### src/rtl/adc_card_pkg.sv
// Shared types and constants for the ADC-driven tarot card sampler.
package adc_card_pkg;

    // Draw controller states
    typedef enum logic [2:0] {
        S_IDLE,
        S_REQ,
        S_EVAL,
        S_CHECK,
        S_ERR
    } state_t;

    localparam int NUM_CARDS_DEF = 78;
    localparam int IDX_W_DEF     = 7;

    // Field positions in the von Neumann decode result {keep, bit}
    localparam int PAIR_KEEP = 1;
    localparam int PAIR_BIT  = 0;

    // Von Neumann decode: unequal pairs are kept and yield the earlier bit,
    // so (0,1) -> 0 and (1,0) -> 1; equal pairs are discarded.
    function automatic logic [1:0] pair_decode(input logic first, input logic second);
        return {first != second, first};
    endfunction

endpackage

### src/rtl/adc_card_sampler_sync.sv
// Multi-flop synchronizer for a single asynchronous level, plus a rising-edge pulse.
module adc_valid_sync #(
    parameter int STAGES = 2
) (
    input  logic clk,
    input  logic srst,
    input  logic async_in,
    output logic rise
);

    // Stages 0..STAGES-1 form the synchronizer; the extra stage remembers the
    // previous synchronized value for edge detection.
    logic [STAGES:0] sync_reg;

    genvar gi;
    generate
        for (gi = 0; gi <= STAGES; gi++) begin : g_stage
            // Each stage samples the one before it (stage 0 samples the raw input)
            always_ff @(posedge clk) begin
                if (srst) begin
                    sync_reg[gi] <= 1'b0;
                end else if (gi == 0) begin
                    sync_reg[gi] <= async_in;
                end else begin
                    sync_reg[gi] <= sync_reg[(gi == 0) ? 0 : gi - 1];
                end
            end
        end
    endgenerate

    assign rise = sync_reg[STAGES-1] & ~sync_reg[STAGES];

endmodule

### src/rtl/adc_card_sampler.sv
// Requests ADC conversions, harvests one noise bit per sample, debiases the
// bits in von Neumann pairs and assembles a uniformly distributed card index
// plus an upright/reversed flag, using rejection sampling for out-of-range draws.
module adc_card_sampler
    import adc_card_pkg::*;
#(
    parameter int NUM_CARDS = NUM_CARDS_DEF,
    parameter int IDX_W     = IDX_W_DEF,
    parameter int ENT_BIT   = 0,
    parameter int TIMEOUT   = 65535
) (
    input  logic             clk,
    input  logic             rstn,        // synchronous, active-high
    input  logic             start,
    output logic             adc_ready,
    input  logic             adc_valid,
    input  logic [11:0]      adc_data,
    output logic             busy,
    output logic             card_valid,
    output logic [IDX_W-1:0] card_idx,
    output logic             card_rev,
    output logic             error
);

    localparam int SH_W = IDX_W + 1;
    localparam int CW   = $clog2(SH_W + 1);
    localparam int TW   = $clog2(TIMEOUT + 1);

    localparam logic [CW-1:0]    COUNT_FULL = CW'(SH_W);
    localparam logic [TW-1:0]    TMO_LAST   = TW'(TIMEOUT - 1);
    localparam logic [IDX_W:0]   CARDS_LIM  = (IDX_W + 1)'(NUM_CARDS);

    state_t            state_reg, state_next;
    logic [SH_W-1:0]   shift_reg, shift_next;
    logic [CW-1:0]     count_reg, count_next;
    logic              pend_reg, pend_next;
    logic              pend_valid_reg, pend_valid_next;
    logic              bit_reg, bit_next;
    logic [TW-1:0]     tmo_reg, tmo_next;
    logic              error_reg, error_next;
    logic [IDX_W-1:0]  idx_reg, idx_next;
    logic              rev_reg, rev_next;

    logic              vrise;
    logic [1:0]        pair;
    logic              accept;
    logic              unused_data_bits;

    // Only one bit of each sample carries entropy
    assign unused_data_bits = ^adc_data;

    adc_valid_sync #(
        .STAGES (2)
    ) u_valid_sync (
        .clk      (clk),
        .srst     (rstn),
        .async_in (adc_valid),
        .rise     (vrise)
    );

    assign pair   = pair_decode(pend_reg, bit_reg);
    assign accept = {1'b0, shift_reg[IDX_W:1]} < CARDS_LIM;

    // Next-state, datapath updates and Moore/Mealy outputs for the draw FSM
    always_comb begin
        state_next      = state_reg;
        shift_next      = shift_reg;
        count_next      = count_reg;
        pend_next       = pend_reg;
        pend_valid_next = pend_valid_reg;
        bit_next        = bit_reg;
        tmo_next        = tmo_reg;
        error_next      = error_reg;
        idx_next        = idx_reg;
        rev_next        = rev_reg;
        adc_ready       = 1'b0;
        busy            = 1'b0;
        card_valid      = 1'b0;

        case (state_reg)
            S_IDLE: begin
                if (start) begin
                    error_next      = 1'b0;
                    shift_next      = '0;
                    count_next      = '0;
                    pend_valid_next = 1'b0;
                    tmo_next        = '0;
                    state_next      = S_REQ;
                end
            end
            S_REQ: begin
                adc_ready = 1'b1;
                busy      = 1'b1;
                if (vrise) begin
                    // valid is still high here, so the data bus is stable
                    bit_next   = adc_data[ENT_BIT];
                    tmo_next   = '0;
                    state_next = S_EVAL;
                end else if (tmo_reg == TMO_LAST) begin
                    tmo_next   = '0;
                    error_next = 1'b1;
                    state_next = S_ERR;
                end else begin
                    tmo_next = tmo_reg + 1'b1;
                end
            end
            S_EVAL: begin
                // ready stays high so the driver starts the next conversion at once
                adc_ready = 1'b1;
                busy      = 1'b1;
                if (!pend_valid_reg) begin
                    pend_next       = bit_reg;
                    pend_valid_next = 1'b1;
                    state_next      = S_REQ;
                end else begin
                    pend_valid_next = 1'b0;
                    if (pair[PAIR_KEEP]) begin
                        shift_next = {shift_reg[SH_W-2:0], pair[PAIR_BIT]};
                        count_next = count_reg + 1'b1;
                    end
                    state_next = (count_next == COUNT_FULL) ? S_CHECK : S_REQ;
                end
            end
            S_CHECK: begin
                if (accept) begin
                    card_valid = 1'b1;
                    idx_next   = shift_reg[IDX_W:1];
                    rev_next   = shift_reg[0];
                    state_next = S_IDLE;
                end else begin
                    // Out of range: throw the whole draw away to keep it uniform
                    busy       = 1'b1;
                    shift_next = '0;
                    count_next = '0;
                    state_next = S_REQ;
                end
            end
            S_ERR: begin
                state_next = S_IDLE;
            end
            default: begin
                state_next = S_IDLE;
            end
        endcase
    end

    // State and datapath registers
    always_ff @(posedge clk) begin
        if (rstn) begin
            state_reg      <= S_IDLE;
            shift_reg      <= '0;
            count_reg      <= '0;
            pend_reg       <= 1'b0;
            pend_valid_reg <= 1'b0;
            bit_reg        <= 1'b0;
            tmo_reg        <= '0;
            error_reg      <= 1'b0;
            idx_reg        <= '0;
            rev_reg        <= 1'b0;
        end else begin
            state_reg      <= state_next;
            shift_reg      <= shift_next;
            count_reg      <= count_next;
            pend_reg       <= pend_next;
            pend_valid_reg <= pend_valid_next;
            bit_reg        <= bit_next;
            tmo_reg        <= tmo_next;
            error_reg      <= error_next;
            idx_reg        <= idx_next;
            rev_reg        <= rev_next;
        end
    end

    // The new card is presented during the accepting cycle, then held
    assign card_idx = card_valid ? shift_reg[IDX_W:1] : idx_reg;
    assign card_rev = card_valid ? shift_reg[0]       : rev_reg;
    assign error    = error_reg;

endmodule

### config.mk
export PLATFORM = sky130hd
export DESIGN_NAME = adc_card_sampler
export DESIGN_NICKNAME = d
export VERILOG_FILES = /design/src/rtl/adc_card_pkg.sv /design/src/rtl/adc_card_sampler_sync.sv /design/src/rtl/adc_card_sampler.sv
export SDC_FILE = /design/constraint.sdc
export NUM_CORES = 1
export LEC_CHECK = 0
export BUFFER_PORTS_ARGS = -buffer_cell sky130_fd_sc_hd__buf_2
export CELL_PAD_IN_SITES_DETAIL_PLACEMENT = 0
export CELL_PAD_IN_SITES_GLOBAL_PLACEMENT = 2
export CORE_MARGIN = 3
export CORE_UTILIZATION = 35
export CTS_CLUSTER_SIZE = 8
export DETAILED_ROUTE_END_ITERATION = 6
export PLACE_DENSITY = 0.74
export REMOVE_ABC_BUFFERS = 1
export SYNTH_ARGS = -nofsm -noshare
export SYNTH_HDL_FRONTEND = slang
export SYNTH_HIERARCHICAL = 1
export SYNTH_SLANG_ARGS = --single-unit
export TNS_END_PERCENT = 20
### constraint.sdc
create_clock -name clk -period 5.5 [get_ports clk]
set_input_delay 0 -clock clk [delete_from_list [all_inputs] [get_ports clk]]
set_output_delay 0 -clock clk [all_outputs]
set_load 0.01 [all_outputs]
==> flow_summary.json, run 1 <==
{
  "run_status": "complete, no violations",
  "cts_tree": "done",
  "synthArstFlopShare_pct": 0,
  "worst_slack_ns": 3.260,
  "antenna_found_initial": 0,
  "cts_made_buffers": 5,
  "routed_wl_mm": 4.870,
  "critPathMaxFanout": 17,
  "synth_top_area_share_pct": 40.37,
  "grt_first_pass_wirelength_mm": 8.438,
  "detail_route.iter0.violations": 66,
  "ys_warn_count": 6,
  "max_slew_margin_pct": 43.90,
  "dr.pass1.iters": 4,
  "grt-ovfl-total": 0,
  "cp.required_ns": 5.72,
  "cts_resized": 0,
  "min_period_over_period_pct": 40.73,
  "nets": 284,
  "synth_cells": 255,
  "maxCapViolations": 0,
  "port_buffers": 16,
  "drive_gt1_share_pct": 17.67,
  "drc": 0,
  "num_vias": 1851,
  "cp-end-kind": "flop",
  "area_growth_pct": 11.57,
  "r2r_slack_ns": 3.26,
  "fp.dieW_um": 86.73,
  "finalHoldViolations": 0,
  "ioPinCount": 28,
  "final_area_um2": 2545,
  "antenna_cells": 0,
  "syn_avg_cell_area_um2": 8.945,
  "vias_per_cell": 5.428,
  "yosysTopAreaCell": "dfxtp_1",
  "grt_max_degree": 30,
  "cts_sinks": 46,
  "die_area_um2": 7521,
  "grtUsageTotal_pct": 13.91,
  "setup_tns_ns": 0,
  "initial_core_util_pct": 37.20,
  "drv_slew": 0,
  "fill_cells": 623,
  "fin_skew_ns": 0.008025,
  "postPlaceCellArea_um2": 2387,
  "path_class": "reg -> reg",
  "clockBufferDepth": 2,
  "synth_flop_cell": "dfxtp_1",
  "setup_viol_count_final": 0,
  "dp_slack_ns": 3.280,
  "start_kind": "flop",
  "hold_path.class": "in -> reg",
  "p_per_area_nw_per_um2": 269.1,
  "synth_area_um2": 2281,
  "synth_area_leaders": "dfxtp_1 40%, nand3_1 4.4%, mux2_2 3.9%",
  "ant_nets": 0,
  "irDropWorstVdd_uv": 164.3,
  "grt_setup_unrepaired": "false",
  "ys_seq_area_share_pct": 40.37,
  "fin_crit_ns": 2.240,
  "h-tree-depth": 2,
  "fmax_mhz": 446.4,
  "ys_ff_latch": 46,
  "gp_congestion": 0.7578,
  "fp-row-count": 28,
  "die_y_um": 86.73,
  "post_drt_wl_per_cell_um": 14.28,
  "cts-root-buf": "clkbuf_8",
  "clk_pin_slew_ns": 0.09,
  "largest_reg_flops": 16,
  "synth_edf_count": 0,
  "synth.distinct_cells": 54,
  "grt_pass1_vias": 1696,
  "worstPathArrival_ns": 2.46,
  "tightestPinTransition_ns": 0.8416,
  "dpl.hpwl_mm": 3.371,
  "insertion_delay_ns": 0.30,
  "leakagePower_uw": 0.0008798,
  "placeableCoreArea_um2": 6131
}
## worst max-delay path: stages (launching register included)
cell and delay [ns]:
dfxtp_1 0.49, or2_4 0.34, or4_1 0.66, or4_4 0.46, a211oi_2 0.22
## final timing paths
kind / startpoint / cells after the start / to
max: state_reg[1] / 4 / tmo_reg[15]
min: start / 4 / pend_valid_reg
max reg2reg: state_reg[1] / 4 / tmo_reg[15]
min reg2reg: u_valid_sync/sync_reg[0] / 1 / u_valid_sync/sync_reg[1]
## layout make-up
class	instances	area, µm²	share of cell area [%]
Tap cell	75	93.84	3.687
Clock buffer	5	68.82	2.704
Multi-Input combinational cell	188	1270	49.90
Timing Repair Buffer	18	100.1	3.933
Clock inverter	3	68.82	2.704
Inverter	6	22.52	0.8850
Sequential cell	46	920.9	36.18
## cells in the final DEF, fill, tap and decap left out, drive strengths merged, types with 6 or more instances in the layout
cell	netlist	layout
nand2	23	23
nand3	20	20
mux2i	8	8
a21oi	7	7
dfxtp	46	46
or3	7	7
a211oi	10	10
nor3	9	9
mux2	8	8
and2	9	9
inv	6	6
or4	8	8
nor2	8	8
buf	5	16
o21ai	10	10
## synthesized netlist by cell type (2+ instances only)
cell and count:
nor2b_1 4, nand4_1 5, a21oi_1 5, nor3b_1 2, or3_1 7, or2_2 3, nand3_1 20, o21ai_0 10
nor2_1 8, nand4b_1 2, or4b_2 2, a32oi_1 2, a21oi_2 2, a211oi_1 9, xnor2_1 5, inv_1 6
nand2b_1 2, o31ai_1 2, ha_1 3, mux2i_1 8, and3_1 2, nand2_1 23, mux2_2 8, and2_1 9
dfxtp_1 46, nor4_1 3, xor2_1 2, buf_2 3, nor3_1 8, or4_1 7, clkbuf_1 10, a31oi_1 5
## logic make-up after synthesis
family | count (synthesis) | share of synthesized area [%]
and+or+nand+nor | 116 | 28.91
AOI/OAI and AO/OA | 46 | 14.98
DFF | 46 | 40.37
buffers and inverters | 21 | 3.949
muxes | 16 | 7.461
xor gates and xnor gates | 7 | 2.688
adders and majority gates | 3 | 1.646
## power by group
part	switching, µW	internal, µW	leakage, µW
sequential	4.03	335	0.000371
combinational	28.2	15.6	0.000440
clock	120	182	0.0000683
## through the flow
step	util, %	cells	power (µW)	hold WS (ns)
final	41.51	341	684.8	0.1329
after detailed placement	38.94	331	391.2	0.2381
after global placement	38.94	331	391.2	0.2132
after floorplan	-	240	374.8	0.06907
after CTS	41.51	341	694.7	0.1203
after global routing	41.51	341	712.8	0.1941
## per-layer routing
| layer | vias to the layer above | track usage [%] | part of all wire (%) |
|---|---|---|---|
| li1 | 956 | - | - |
| met1 | 867 | 20.43 | 54 |
| met2 | 24 | 20.31 | 42 |
| met3 | 4 | 3.422 | 2.8 |
| met4 | 0 | 3.399 | 0.80 |
| met5 | - | 0 | 0 |
## timing repair
item	in CTS	in global routing
hold buffers	2	0
endpoints found under the hold margin	2	0
buffers inserted	0	0
Power figures use the tool's default switching activity.
==> run 2: changes to the inputs <==
--- a/config.mk
+++ b/config.mk
@@ -9,10 +9,10 @@
 export CELL_PAD_IN_SITES_DETAIL_PLACEMENT = 0
 export CELL_PAD_IN_SITES_GLOBAL_PLACEMENT = 2
 export CORE_MARGIN = 3
-export CORE_UTILIZATION = 35
+export CORE_UTILIZATION = 32
 export CTS_CLUSTER_SIZE = 8
 export DETAILED_ROUTE_END_ITERATION = 6
-export PLACE_DENSITY = 0.74
+export PLACE_DENSITY = 0.71
 export REMOVE_ABC_BUFFERS = 1
 export SYNTH_ARGS = -nofsm -noshare
 export SYNTH_HDL_FRONTEND = slang
==> constraint.sdc (replaced) <==
create_clock -name clk -period 1.95 [get_ports clk]
set_input_delay 0 -clock clk [delete_from_list [all_inputs] [get_ports clk]]
set_output_delay 0 -clock clk [all_outputs]
set_load 0.01 [all_outputs]
==> flow_summary.json, run 2 (same netlist as run 1, synthesis figures left out) <==
{
  "max_slew_margin_pct": 48.90,
  "die_area_um2": 8177,
  "irDropWorstVdd_uv": 355.1,
  "finalHoldViolations": 0,
  "grt-ovfl-total": 0,
  "cts-root-buf": "clkbuf_8",
  "routed_wl_mm": 5.259,
  "antenna_cells": 0,
  "cts_tree": "done",
  "insertion_delay_ns": 0.31,
  "grt_pass1_vias": 1800,
  "placeableCoreArea_um2": 6869,
  "post_drt_wl_per_cell_um": 13.48,
  "path_class": "reg -> reg",
  "die_y_um": 90.43,
  "maxCapViolations": 0,
  "final_cell_mix": "43 x dfxtp_1, 26 x buf_4, 23 x nand2_1, 20 x nand3_1, 16 x buf_2",
  "r2r_start": "state_reg[2]",
  "num_vias": 1955,
  "p_per_area_nw_per_um2": 620.4,
  "port_buffers": 16,
  "worstPathArrival_ns": 2.12,
  "drc": 0,
  "ant_nets": 0,
  "cp.required_ns": 2.19,
  "multi_input_area_um2": 1304,
  "cp-end-kind": "flop",
  "fill_cells": 712,
  "layout_commonest_cell": "dfxtp_1",
  "setup_viol_count_final": 0,
  "h-tree-depth": 2,
  "cts_made_buffers": 5,
  "leakagePower_uw": 0.001005,
  "dr.pass1.iters": 4,
  "critPathMaxFanout": 9,
  "nets": 312,
  "grt_first_pass_wirelength_mm": 8.728,
  "cts_sinks": 46,
  "worst_slack_ns": 0.07631,
  "tightestPinTransition_ns": 0.7656,
  "area_growth_pct": 22.38,
  "grt_setup_unrepaired": "true",
  "dp_slack_ns": 0.005285,
  "fin_skew_ns": 0.01126,
  "dpl.hpwl_mm": 3.734,
  "setup_tns_ns": 0,
  "drv_slew": 0,
  "drive_gt1_share_pct": 28.57,
  "clockBufferDepth": 2,
  "fp.dieW_um": 90.43,
  "min_period_over_period_pct": 96.09,
  "run_status": "complete, no violations",
  "gp_congestion": 0.7541,
  "hp-start": "rstn",
  "hold_path.class": "in -> reg",
  "antenna_found_initial": 0,
  "largest_reg_flops": 16,
  "fp-row-count": 30,
  "register_area_um2": 924.6,
  "ioPinCount": 28,
  "grt_max_degree": 29,
  "start_kind": "flop",
  "grtUsageTotal_pct": 13.07,
  "utilization_pct": 40.64,
  "crit_path_start": "state_reg[2]",
  "detail_route.iter0.violations": 53,
  "fmax_mhz": 533.7,
  "fin_crit_ns": 1.874,
  "vias_per_cell": 5.013,
  "clk_pin_slew_ns": 0.09,
  "initial_core_util_pct": 33.21,
  "fin_hold_ws_ns": 0.1212
}
run 2: cell types whose count changed in the layout (fill, tap and decap cells not counted), moves of 2 or more:
cell	delta
or4_4	+3
buf_4	+26
dfxtp_2	+3
or4_1	-3
dfxtp_1	-3
bufinv_16	-2
run 2: per-stage QoR:
step,power (µW),std cells,area (µm²)
floorplan,1057,240,2213
global placement,1139,379,2629
detailed placement,1139,379,2629
CTS,1763,390,2754
global route,1813,390,2791
finish,1732,390,2791
run 2: per-layer routing:
metal | GRT usage [%] | part of all wire [%] | routed length (µm) | vias to the layer above
li1 | - | - | - | 1015
met1 | 18.81 | 52 | 2757 | 910
met2 | 19.17 | 43 | 2284 | 26
met3 | 2.667 | 3.1 | 163 | 4
met4 | 4.847 | 1.0 | 54 | 0
met5 | 0 | 0 | 0 | -
run 2: path summary, 6_finish.rpt:
path	endpoint	slack, ns	cells past startpoint
worst min register to register	u_valid_sync/sync_reg[1]	0.46	1
worst min-delay path	count_reg[2]	0.12	3
worst max register to register	state_reg[1]	0.08	5
worst max-delay path	state_reg[1]	0.08	5
run 2: layout make-up:
class	count	share of cell area, %
Sequential cell	46	33.12
Inverter	6	0.8068
Clock inverter	3	0.8965
Clock buffer	5	2.465
Timing Repair Buffer	46	11.70
Tap cell	96	4.303
Multi-Input combinational cell	188	46.71
run 2: power by group:
| part | internal [µW] | total (µW) | switching [µW] |
|---|---|---|---|
| Combinational | 73.4 | 165 | 91.9 |
| Sequential | 946 | 953 | 6.64 |
| Clock | 259 | 614 | 354 |
| Total | 1280 | 1730 | 453 |
run 2: worst max-delay path: stages, from the launching register on:
cell and delay [ns]:
dfxtp_1 0.32, buf_4 0.16, or4b_2 0.77, nor4b_4 0.29, or2_1 0.13, a32o_1 0.14
run 2: timing repair:
item                                    in CTS  in global routing
buffers inserted                             1                  0
hold endpoints to repair                     2                  0
endpoints found under the setup margin       5                 19
hold buffers                                 2                  0
cloned                                       0                  0
resized for setup                            1                 10
pin swaps                                    1                  0
